===== config.mk =====
export PLATFORM = sky130hd
export DESIGN_NAME = rail_sequencer_flat
export DESIGN_NICKNAME = d
export VERILOG_FILES = /design/src/rtl/rail_sequencer_if.sv /design/src/rtl/rail_sequencer.sv /design/src/flat_wrapper.sv
export SDC_FILE = /design/constraint.sdc
export NUM_CORES = 1
export LEC_CHECK = 0
export CORE_ASPECT_RATIO = 0.7
export CORE_MARGIN = 8
export CORE_UTILIZATION = 35
export DETAILED_ROUTE_END_ITERATION = 10
export PLACE_DENSITY_LB_ADDON = 0.25
export SLEW_MARGIN = 5
export SYNTH_ARGS = -nofsm -noshare
export SYNTH_HDL_FRONTEND = slang
export SYNTH_SLANG_ARGS = --single-unit

===== constraint.sdc =====
create_clock -name i_clk -period 6.35 [get_ports i_clk]
set_input_delay 1.27 -clock i_clk [delete_from_list [all_inputs] [get_ports i_clk]]
set_output_delay 1.27 -clock i_clk [all_outputs]
set_load 0.005 [all_outputs]

===== src/rtl/rail_sequencer_if.sv =====
// rail_sequencer_if: command/status bundle between the rail sequencer and the rail monitors.
// Revision: 1.0
`default_nettype none

interface rail_sequencer_if #(
  parameter int N_RAILS = 4
);
  logic               i_powerReq;
  logic [N_RAILS-1:0] i_railGood;
  logic [N_RAILS-1:0] i_railFault;
  logic [N_RAILS-1:0] o_railEnable;
  logic               o_allGood;
  logic               o_fault;
  logic [3:0]         o_faultRail;
  logic               o_timeout;
  logic [1:0]         o_retryCount;

  modport master (
    input  i_powerReq, i_railGood, i_railFault,
    output o_railEnable, o_allGood, o_fault, o_faultRail, o_timeout, o_retryCount
  );

  modport slave (
    output i_powerReq, i_railGood, i_railFault,
    input  o_railEnable, o_allGood, o_fault, o_faultRail, o_timeout, o_retryCount
  );
endinterface

`default_nettype wire


===== src/rtl/rail_sequencer.sv =====
// rail_sequencer: ordered power-up / reverse power-down of N regulator rails with fault shutdown.
// Optional auto-retry from FAULT under macro POWER_SEQ_AUTO_RETRY_EN. Revision: 1.0
`default_nettype none

module rail_sequencer #(
  parameter int N_RAILS      = 4,
  parameter int CNT_W        = 23,
  parameter int TIMEOUT      = 100000,
  parameter int SETTLE_DELAY = 1000,
  parameter int DOWN_DELAY   = 1000,
  parameter int MAX_RETRIES  = 3,
  parameter int RETRY_DELAY  = 100000
) (
  input  wire logic          i_clk,
  input  wire logic          i_rst,
  rail_sequencer_if.master   bus
);

  typedef enum logic [2:0] {
    S_IDLE      = 3'd0,
    S_RAMP_UP   = 3'd1,
    S_SETTLE    = 3'd2,
    S_ON        = 3'd3,
    S_RAMP_DOWN = 3'd4,
    S_FAULT     = 3'd5
  } state_t;

  // A zero delay parameter behaves as a one-cycle delay.
  localparam logic [CNT_W-1:0] c_TIMEOUT_LAST = CNT_W'(((TIMEOUT      == 0) ? 1 : TIMEOUT)      - 1);
  localparam logic [CNT_W-1:0] c_SETTLE_LAST  = CNT_W'(((SETTLE_DELAY == 0) ? 1 : SETTLE_DELAY) - 1);
  localparam logic [CNT_W-1:0] c_DOWN_LAST    = CNT_W'(((DOWN_DELAY   == 0) ? 1 : DOWN_DELAY)   - 1);
  localparam logic [3:0]       c_LAST_IDX     = 4'(N_RAILS - 1);

  state_t             r_state;
  logic [3:0]         r_idx;
  logic [CNT_W-1:0]   r_cnt;
  logic [N_RAILS-1:0] r_railEnable;
  logic               r_allGood;
  logic               r_fault;
  logic [3:0]         r_faultRail;
  logic               r_timeout;

  logic [N_RAILS-1:0] w_faultVec;
  logic               w_faultAny;
  logic [3:0]         w_faultIdx;
  logic [N_RAILS-1:0] w_idxMask;
  logic               w_idxGood;

  assign w_faultVec = bus.i_railFault & r_railEnable;
  assign w_faultAny = |w_faultVec;
  assign w_idxMask  = N_RAILS'(1) << r_idx;
  assign w_idxGood  = |(bus.i_railGood & w_idxMask);

  always_comb begin
    w_faultIdx = 4'd0;
    for (int k = N_RAILS - 1; k >= 0; k--) begin
      if (w_faultVec[k]) w_faultIdx = 4'(k);
    end
  end

`ifdef POWER_SEQ_AUTO_RETRY_EN
  localparam logic [CNT_W-1:0] c_RETRY_LAST = CNT_W'(((RETRY_DELAY == 0) ? 1 : RETRY_DELAY) - 1);
  logic [1:0] r_retryCount;
  assign bus.o_retryCount = r_retryCount;
`else
  localparam int c_unused_retry = MAX_RETRIES + RETRY_DELAY;
  assign bus.o_retryCount = 2'd0;
`endif

  always_ff @(posedge i_clk or posedge i_rst) begin
    if (i_rst) begin
      r_state      <= S_IDLE;
      r_idx        <= 4'd0;
      r_cnt        <= '0;
      r_railEnable <= '0;
      r_allGood    <= 1'b0;
      r_fault      <= 1'b0;
      r_faultRail  <= 4'd0;
      r_timeout    <= 1'b0;
`ifdef POWER_SEQ_AUTO_RETRY_EN
      r_retryCount <= 2'd0;
`endif
    end else if (w_faultAny) begin
      // Enables are all zero in IDLE and FAULT, so this only fires in the four active states.
      r_state      <= S_FAULT;
      r_railEnable <= '0;
      r_allGood    <= 1'b0;
      r_fault      <= 1'b1;
      r_faultRail  <= w_faultIdx;
      r_timeout    <= 1'b0;
      r_cnt        <= '0;
    end else begin
      case (r_state)
        S_IDLE: begin
          if (bus.i_powerReq) begin
            r_state      <= S_RAMP_UP;
            r_idx        <= 4'd0;
            r_cnt        <= '0;
            r_railEnable <= N_RAILS'(1);
            r_faultRail  <= 4'd0;
            r_timeout    <= 1'b0;
          end
        end
        S_RAMP_UP: begin
          if (!w_idxGood && r_cnt == c_TIMEOUT_LAST) begin
            r_state      <= S_FAULT;
            r_railEnable <= '0;
            r_fault      <= 1'b1;
            r_faultRail  <= r_idx;
            r_timeout    <= 1'b1;
            r_cnt        <= '0;
          end else if (!bus.i_powerReq) begin
            r_state      <= S_RAMP_DOWN;
            r_railEnable <= r_railEnable & ~w_idxMask;
            r_cnt        <= '0;
          end else if (w_idxGood) begin
            r_state <= S_SETTLE;
            r_cnt   <= '0;
          end else begin
            r_cnt <= r_cnt + 1'b1;
          end
        end
        S_SETTLE: begin
          if (!bus.i_powerReq) begin
            r_state      <= S_RAMP_DOWN;
            r_railEnable <= r_railEnable & ~w_idxMask;
            r_cnt        <= '0;
          end else if (r_cnt == c_SETTLE_LAST) begin
            r_cnt <= '0;
            if (r_idx == c_LAST_IDX) begin
              r_state   <= S_ON;
              r_allGood <= 1'b1;
`ifdef POWER_SEQ_AUTO_RETRY_EN
              r_retryCount <= 2'd0;
`endif
            end else begin
              r_state      <= S_RAMP_UP;
              r_idx        <= r_idx + 4'd1;
              r_railEnable <= r_railEnable | (w_idxMask << 1);
            end
          end else begin
            r_cnt <= r_cnt + 1'b1;
          end
        end
        S_ON: begin
          if (!bus.i_powerReq) begin
            r_state      <= S_RAMP_DOWN;
            r_idx        <= c_LAST_IDX;
            r_railEnable <= r_railEnable & ~(N_RAILS'(1) << c_LAST_IDX);
            r_allGood    <= 1'b0;
            r_cnt        <= '0;
          end
        end
        S_RAMP_DOWN: begin
          if (r_cnt == c_DOWN_LAST) begin
            r_cnt <= '0;
            if (r_idx == 4'd0) begin
              r_state <= S_IDLE;
            end else begin
              r_idx        <= r_idx - 4'd1;
              r_railEnable <= r_railEnable & ~(w_idxMask >> 1);
            end
          end else begin
            r_cnt <= r_cnt + 1'b1;
          end
        end
        S_FAULT: begin
`ifdef POWER_SEQ_AUTO_RETRY_EN
          if (!bus.i_powerReq) begin
            r_state      <= S_IDLE;
            r_fault      <= 1'b0;
            r_retryCount <= 2'd0;
            r_cnt        <= '0;
          end else if (r_cnt == c_RETRY_LAST) begin
            // Once retries are exhausted the count parks here until the request drops.
            if (32'(r_retryCount) < MAX_RETRIES) begin
              r_retryCount <= r_retryCount + 2'd1;
              r_state      <= S_RAMP_UP;
              r_idx        <= 4'd0;
              r_cnt        <= '0;
              r_railEnable <= N_RAILS'(1);
              r_fault      <= 1'b0;
            end
          end else begin
            r_cnt <= r_cnt + 1'b1;
          end
`else
          if (!bus.i_powerReq) begin
            r_state <= S_IDLE;
            r_fault <= 1'b0;
            r_cnt   <= '0;
          end
`endif
        end
        default: begin
          r_state      <= S_IDLE;
          r_railEnable <= '0;
        end
      endcase
    end
  end

  assign bus.o_railEnable = r_railEnable;
  assign bus.o_allGood    = r_allGood;
  assign bus.o_fault      = r_fault;
  assign bus.o_faultRail  = r_faultRail;
  assign bus.o_timeout    = r_timeout;

endmodule

`default_nettype wire

===== src/flat_wrapper.sv =====
// flat-port wrapper written by rule: the top's interface ports become plain ports
module rail_sequencer_flat 
#(
  parameter int N_RAILS      = 4,
  parameter int CNT_W        = 23,
  parameter int TIMEOUT      = 100000,
  parameter int SETTLE_DELAY = 1000,
  parameter int DOWN_DELAY   = 1000,
  parameter int MAX_RETRIES  = 3,
  parameter int RETRY_DELAY  = 100000
)
  (i_clk, i_rst, bus_i_powerReq, bus_i_railGood, bus_i_railFault, bus_o_railEnable, bus_o_allGood, bus_o_fault, bus_o_faultRail, bus_o_timeout, bus_o_retryCount);
  rail_sequencer_if #(.N_RAILS(N_RAILS)) bus_i ();
  input  wire logic i_clk;
  input  wire logic i_rst;
  input wire logic [$bits(bus_i.i_powerReq)-1:0] bus_i_powerReq;
  input wire logic [$bits(bus_i.i_railGood)-1:0] bus_i_railGood;
  input wire logic [$bits(bus_i.i_railFault)-1:0] bus_i_railFault;
  output wire logic [$bits(bus_i.o_railEnable)-1:0] bus_o_railEnable;
  output wire logic [$bits(bus_i.o_allGood)-1:0] bus_o_allGood;
  output wire logic [$bits(bus_i.o_fault)-1:0] bus_o_fault;
  output wire logic [$bits(bus_i.o_faultRail)-1:0] bus_o_faultRail;
  output wire logic [$bits(bus_i.o_timeout)-1:0] bus_o_timeout;
  output wire logic [$bits(bus_i.o_retryCount)-1:0] bus_o_retryCount;
  assign bus_i.i_powerReq = bus_i_powerReq;
  assign bus_i.i_railGood = bus_i_railGood;
  assign bus_i.i_railFault = bus_i_railFault;
  assign bus_o_railEnable = bus_i.o_railEnable;
  assign bus_o_allGood = bus_i.o_allGood;
  assign bus_o_fault = bus_i.o_fault;
  assign bus_o_faultRail = bus_i.o_faultRail;
  assign bus_o_timeout = bus_i.o_timeout;
  assign bus_o_retryCount = bus_i.o_retryCount;
  rail_sequencer #(.N_RAILS(N_RAILS), .CNT_W(CNT_W), .TIMEOUT(TIMEOUT), .SETTLE_DELAY(SETTLE_DELAY), .DOWN_DELAY(DOWN_DELAY), .MAX_RETRIES(MAX_RETRIES), .RETRY_DELAY(RETRY_DELAY)) u_core (.i_clk(i_clk), .i_rst(i_rst), .bus(bus_i));
endmodule

==> results of run 1 <==
## critical path: stages
cell and delay, ns:
clkdlybuf4s50_1 0.59, and2_1 0.27, a222oi_1 0.59, o211ai_1 0.34, or4_1 0.59, xor2_1 0.14
nor2_1 0.05
## stage by stage
step	power, W	hold slack, ns	utilization	std cells	setup WS (ns)
after floorplan	0.000905	0.488	-	339	3.26
after global placement	0.00103	0.493	0.382	449	2.56
after detailed placement	0.00104	0.501	0.382	449	2.44
after CTS	0.00131	0.515	0.400	457	2.75
after global routing	0.00140	0.529	0.400	457	2.54
final	0.00130	0.507	0.400	457	2.66
## report_power, final
part / total (W) / internal, W / switching [W] / leakage (nW)
registers: 0.000409 / 0.000302 / 0.000107 / 0.561
logic: 0.000640 / 0.000250 / 0.000390 / 0.709
clock network: 0.000256 / 0.000146 / 0.000111 / 0.0621
## worst max path at each step
stage | to | cells after the start
after floorplan | u_core.r_cnt[22]$_DFFE_PP0P_ | 7
after global placement | u_core.r_cnt[22]$_DFFE_PP0P_ | 7
after detailed placement | u_core.r_cnt[22]$_DFFE_PP0P_ | 7
after CTS | u_core.r_cnt[22]$_DFFE_PP0P_ | 7
after global routing | u_core.r_cnt[22]$_DFFE_PP0P_ | 7
final | u_core.r_cnt[22]$_DFFE_PP0P_ | 7
## layer usage
metal | wire length [um] | GRT usage | share of wire
met1 | 4040 | 0.207 | 0.52
met2 | 3200 | 0.185 | 0.41
met3 | 463 | 0.0188 | 0.060
met4 | 70 | 0.0389 | 0.0090
met5 | 0 | 0 | 0
## logic make-up after synthesis
group,synth area share
AO/OA/AOI/OAI,0.222
XOR/XNOR,0.0442
adder cells (fa/ha/maj),0.0193
buffers and inverters,0.0677
flip-flops,0.345
multiplexers,0.0320
other,0.00126
AND/OR/NAND/NOR,0.269
## area by class of cell
| cell class | instances | share of cell area |
|---|---|---|
| clock buffers | 5 | 0.0375 |
| clock inverters | 3 | 0.00675 |
| inverters | 16 | 0.0180 |
| multi-input cells | 265 | 0.525 |
| flip-flops and latches | 41 | 0.308 |
| well taps | 105 | 0.0394 |
| repair buffers | 22 | 0.0653 |
## sequential cells by signal (all words and copies together) (netlist names)
register,cells
u_core.bus.o_faultRail,4
u_core.bus.o_railEnable,4
u_core.bus.o_allGood,1
u_core.r_cnt,23
u_core.bus.o_fault,1
u_core.r_state,3
u_core.bus.o_timeout,1
u_core.r_idx,4
## layout by cell type (no fill, tap or decap), types with 4 or more instances in the layout
| master | netlist | final |
|---|---|---|
| and3_1 | 6 | 6 |
| a21o_1 | 9 | 9 |
| xnor2_1 | 11 | 11 |
| nor2_1 | 46 | 46 |
| mux2i_1 | 5 | 5 |
| a21oi_1 | 17 | 17 |
| clkbuf_16 | 0 | 5 |
| xor2_1 | 4 | 4 |
| nor3b_1 | 9 | 9 |
| dfrtp_1 | 41 | 41 |
| o2111ai_1 | 5 | 5 |
| mux2_2 | 4 | 4 |
| nor3_1 | 10 | 10 |
| inv_1 | 16 | 15 |
| nand2_1 | 26 | 26 |
| nand3_1 | 10 | 10 |
| clkdlybuf4s50_1 | 0 | 21 |
| o21ai_0 | 25 | 25 |
| o22ai_1 | 5 | 5 |
## synth_stat cells (all sizes together), types with 3 or more instances
library cell / count / area (sq um)
a21oi: 17 / 85.1
buf: 6 / 40.0
xnor2: 11 / 96.3
o22ai: 5 / 31.3
o211ai: 3 / 36.3
clkbuf: 11 / 101
nand2: 26 / 97.6
nor4: 4 / 37.5
a21o: 9 / 67.6
a221oi: 3 / 26.3
inv: 16 / 60.1
or4: 4 / 35.0
dfrtp: 41 / 1030
nor3b: 9 / 67.6
and3: 6 / 37.5
o2111ai: 5 / 43.8
nor2: 47 / 179
xor2: 4 / 35.0
nand3: 12 / 77.6
mux2: 4 / 45.0
ha: 3 / 37.5
or3: 3 / 18.8
o21ai: 25 / 125
a31oi: 3 / 18.8
nor3: 12 / 76.3
mux2i: 5 / 50.1
nand2b: 3 / 18.8
==> summary.md, run 1 <==
| Metric | Value |
|---|---|
| Hold Vio Cnt, Final | 0 |
| Avg Cell Area, Syn | 8.80 sq um |
| Sequential share of the synthesized area | 0.345 |
| I/O Buffers | 21 |
| Routed len/inst | 17.0 um |
| Total GRT Usage | 0.134 |
| Fraction of layout cells with a size suffix above 1 | 0.0966 |
| Area of the multi-input gates | 1750 sq um |
| Asr flop ratio synth | 1.00 |
| Worst reg2reg startpoint | u_core.r_state[0]$_DFFE_PP0P_ |
| Setup CP Type | in -> reg |
| Placer congestion estimate | 0.913 |
| Detail Route Antenna Nets | 0 |
| Maximum vdd drop | 0.000125 V |
| Site Rows | 28 |
| Fin. max-slew vios | 0 |
| Grt ovf | 0 |
| #FFs+latches synth | 41 |
| Hold depth | 1 |
| Chip width | 126 um |
| Worst Setup Start Kind | input pin |
| Worst setup startpoint | bus_i_powerReq |
| Initial Util | 0.357 |
| Postcts setup bufs | 0 |
| Clk_lat worst skew | 0.29 ns |
| Crit path time final | 3.69 ns |
| # setup viols final | 0 |
| Highest Clock Rate | 271 MHz |
| CTS tree | yes |
| Layout Nets | 366 |
| Period Utilization, post-route | 0.580 |
| Dpl hpwl | 5570 um |
| Core Region | 8340 sq um |
| DRC | 0 |
| Setup TNS | 0 ns |
| Die area | 11800 sq um |
| Total power per unit cell area | 391 nW/um^2 |
| Number of global-route vias before repair | 2408 |
| Status | completed |
| # resized after CTS | 0 |
| Clock sink total | 41 |
| Top FF cell, synth | dfrtp_1 |
| Required time of the critical path | 6.51 ns |
| Largest net degree at the start of global routing | 42 |
| Syn Inst Count | 338 |
| Post-synth EDFFs | 0 |
| Via count | 2630 |
| # H-tree levels | 2 |
| Total CTS buffers | 5 |
| Post-Syn Area | 2980 sq um |
| Fin area | 3330 sq um |
| FF-to-FF End | u_core.r_idx[3]$_DFFE_PP0P_ |
| Hold buffer count at CTS | 0 |
| Setup crit end kind | flip-flop |
| # diodes | 0 |
| Yosys warns | 0 |
| Slew HR | 0.348 |
| Pleak | 1.33 nW |
| Synthesis-to-finish area growth | 12.1% |
| Area after DPL | 3190 sq um |
| First-pass GRT wire length | 12800 um |
| Worst-path fanout max | 10 |
| Initial DRC count | 231 |
| Antenna violations before repair | 0 |
| Clock Path Buffers | 2 |
| Worst-path clk slew | 0.07 ns |
| Drt pass-1 iters | 5 |
| Hold endpoint | u_core.bus.o_faultRail[1]$_DFFE_PP0P_ |
| Io pins | 24 |
| Library cells used by synthesis | 71 |
| Vias per cell | 5.75 |
| Max-cap check violation count | 0 |
| Critical path arrival | 3.85 ns |
| # fillers | 867 |
| Clock Skew | 0.00740 ns |
| Die height | 93.1 um |
| Routed WL | 7780 um |
| RSZ-0062 raised after global routing | no |
| Worst hold start | u_core.bus.o_faultRail[1]$_DFFE_PP0P_ |
| FF-to-FF setup slack | 3.29 ns |
| Min-Delay Path Class | reg -> reg |
| FF/Latch Area | 1030 sq um |
| Root Buffer | clkbuf_16 |
| Worst r2r path cells | 8 |
| Worst slew pin tran | 0.978 ns |
Power figures use the tool's default switching activity.
==> run 2, diff against run 1 <==
==> constraint.sdc (replaced) <==
create_clock -name i_clk -period 3.2 [get_ports i_clk]
set_input_delay 0.64 -clock i_clk [delete_from_list [all_inputs] [get_ports i_clk]]
set_output_delay 0.64 -clock i_clk [all_outputs]
set_load 0.005 [all_outputs]
==> summary.md, run 2 (synthesized netlist as in run 1, its figures left out) <==
| Metric | Value |
|---|---|
| Clk_lat worst skew | 0.29 ns |
| Grt ovf | 0 |
| # fillers | 827 |
| # resized after CTS | 0 |
| Required time of the critical path | 3.36 ns |
| # diodes | 0 |
| Int Pwr | 0.00154 W |
| Sw frac | 0.446 |
| Layout Nets | 378 |
| Highest Clock Rate | 335 MHz |
| Postcts setup bufs | 0 |
| CP delay by family, top | simple AND/OR/NAND/NOR gates |
| Critical path's slowest cell | a222oi_1 |
| Max-cap check violation count | 0 |
| Hold Vio Cnt, Final | 0 |
| I/O Buffers | 21 |
| Commonest cells after routing, fill and taps aside | nor2_1 (46), dfrtp_1 (41), nand2_1 (26), o21ai_0 (25), clkdlybuf4s50_1 (21) |
| Number of global-route vias before repair | 2525 |
| Routed len/inst | 16.7 um |
| Antenna violations before repair | 0 |
| Flop pwr share | 0.257 |
| Setup crit end kind | flip-flop |
| Worst setup startpoint | bus_i_powerReq |
| Clock Path Buffers | 2 |
| Combinational share of power | 0.528 |
| Place WS | -0.115 ns |
| Io pins | 24 |
| Setup CP Type | in -> reg |
| Clock power share | 0.214 |
| Commonest non-fill, non-tap cell in the layout | nor2_1 |
| Crit path depth | 7 |
| Placer congestion estimate | 0.951 |
| Via count | 2652 |
| Total power per unit cell area | 806 nW/um^2 |
| Fin. max-slew vios | 0 |
| Clock sink total | 41 |
| # H-tree levels | 2 |
| Status | completed |
| Detail Route Antenna Nets | 0 |
| Area after DPL | 3280 sq um |
| Buf+Inv Stages, Crit Path | 1 |
| Clock Skew | 0.00543 ns |
| Slew HR | 0.524 |
| # setup viols final | 0 |
| Total CTS buffers | 5 |
| Synthesis-to-finish area growth | 15.9% |
| Max reg flops | 23 |
| Hold buffer count at CTS | 0 |
| Crit-path max cell delay | 0.58 ns |
| Initial DRC count | 260 |
| Total GRT Usage | 0.138 |
| Fin area | 3450 sq um |
| Site Rows | 28 |
| Sw Pwr | 0.00124 W |
| Period Utilization, post-route | 0.933 |
| Maximum vdd drop | 0.000297 V |
| Drt pass-1 iters | 5 |
| Worst-path fanout max | 10 |
| RSZ-0062 raised after global routing | no |
| Critical path cell sequence | clkdlybuf4s50_1 > and2_1 > a222oi_1 > o211ai_1 > or4_1 > xor2_1 > nor2_1 |
| Worst r2r path cells | 6 |
| Die height | 93.1 um |
| Worst-path clk slew | 0.07 ns |
| Largest net degree at the start of global routing | 32 |
| Pleak | 1.41 nW |
| Core Region | 8340 sq um |
| Worst slew pin tran | 0.712 ns |
| Hold depth | 1 |
| Crit path setup slack, layout | 0.213 ns |
| CTS tree | yes |
| Fraction of layout cells with a size suffix above 1 | 0.129 |
| Critical path arrival | 3.15 ns |
| Die area | 11800 sq um |
| Chip width | 126 um |
| Routed WL | 7830 um |
| FF-to-FF setup slack | 0.40 ns |
| DRC | 0 |
| Dpl hpwl | 5880 um |
| Min-Delay Path Class | reg -> reg |
| Root Buffer | clkbuf_16 |
| Register with the most flip-flops | u_core.r_cnt |
| CP Capture Point | u_core.r_cnt[22]$_DFFE_PP0P_ |
| Worst reg2reg startpoint | u_core.r_cnt[16]$_DFFE_PP0P_ |
| FF-to-FF End | u_core.r_cnt[13]$_DFFE_PP0P_ |
| Worst Setup Start Kind | input pin |
| Vias per cell | 5.65 |
| Crit path time final | 2.99 ns |
| Initial Util | 0.357 |
| First-pass GRT wire length | 13100 um |
run 2: cell count changes in the layout (fill, tap and decap cells not counted), sizes merged:
cell	previous run	this run
bufinv	0	1
buf	1	13
inv	15	16
clkinvlp	3	1
run 2: cell type report:
| class | instances | area [sq um] | area share |
|---|---|---|---|
| clock buffers | 5 | 125 | 0.0363 |
| clock inverters | 3 | 46.3 | 0.0134 |
| inverters | 16 | 60.1 | 0.0174 |
| multi-input cells | 265 | 1750 | 0.508 |
| flip-flops and latches | 41 | 1030 | 0.298 |
| well taps | 105 | 131 | 0.0381 |
| repair buffers | 34 | 308 | 0.0893 |
run 2: metal layers:
layer,track usage,vias to the layer above,share of wire
li1,-,1272,-
met2,0.196,88,0.42
met3,0.0347,8,0.064
met1,0.200,1284,0.50
met4,0.0439,0,0.010
met5,0,-,0
run 2: worst min path at each step:
| stage | end | slack (ns) | start |
|---|---|---|---|
| floorplan | u_core.r_cnt[9]$_DFFE_PP0P_ | 0.49 | u_core.r_cnt[9]$_DFFE_PP0P_ |
| global placement | u_core.bus.o_faultRail[1]$_DFFE_PP0P_ | 0.50 | u_core.bus.o_faultRail[1]$_DFFE_PP0P_ |
| detailed placement | u_core.bus.o_faultRail[1]$_DFFE_PP0P_ | 0.50 | u_core.bus.o_faultRail[1]$_DFFE_PP0P_ |
| CTS | u_core.bus.o_faultRail[1]$_DFFE_PP0P_ | 0.52 | u_core.bus.o_faultRail[1]$_DFFE_PP0P_ |
| global route | u_core.bus.o_faultRail[1]$_DFFE_PP0P_ | 0.53 | u_core.bus.o_faultRail[1]$_DFFE_PP0P_ |
| finish | u_core.bus.o_faultRail[1]$_DFFE_PP0P_ | 0.51 | u_core.bus.o_faultRail[1]$_DFFE_PP0P_ |
run 2: power groups by stage:
stage,logic (W),clock network [W],registers (W)
finish,0.00147,0.000596,0.000715
global route,0.00162,0.000631,0.000734
global placement,0.00143,0,0.000723
detailed placement,0.00144,0,0.000723
CTS,0.00145,0.000609,0.000713
floorplan,0.00113,0,0.000666
run 2: stage by stage:
stage	std cells	setup TNS [ns]	total power, W	hold WS [ns]	util
final	469	0	0.00278	0.512	0.414
after detailed placement	461	-0.115	0.00217	0.502	0.393
after CTS	469	0	0.00277	0.517	0.414
after global routing	469	0	0.00298	0.529	0.414
after global placement	461	0	0.00216	0.496	0.393
after floorplan	339	0	0.00180	0.488	-
run 2: worst reg2reg max path: cells and delay by family (launching register included):
kind / cells / cell delay (ns)
AOI/OAI and AO/OA: 3 / 0.66
DFF: 1 / 0.46
and+or+nand+nor: 3 / 1.53
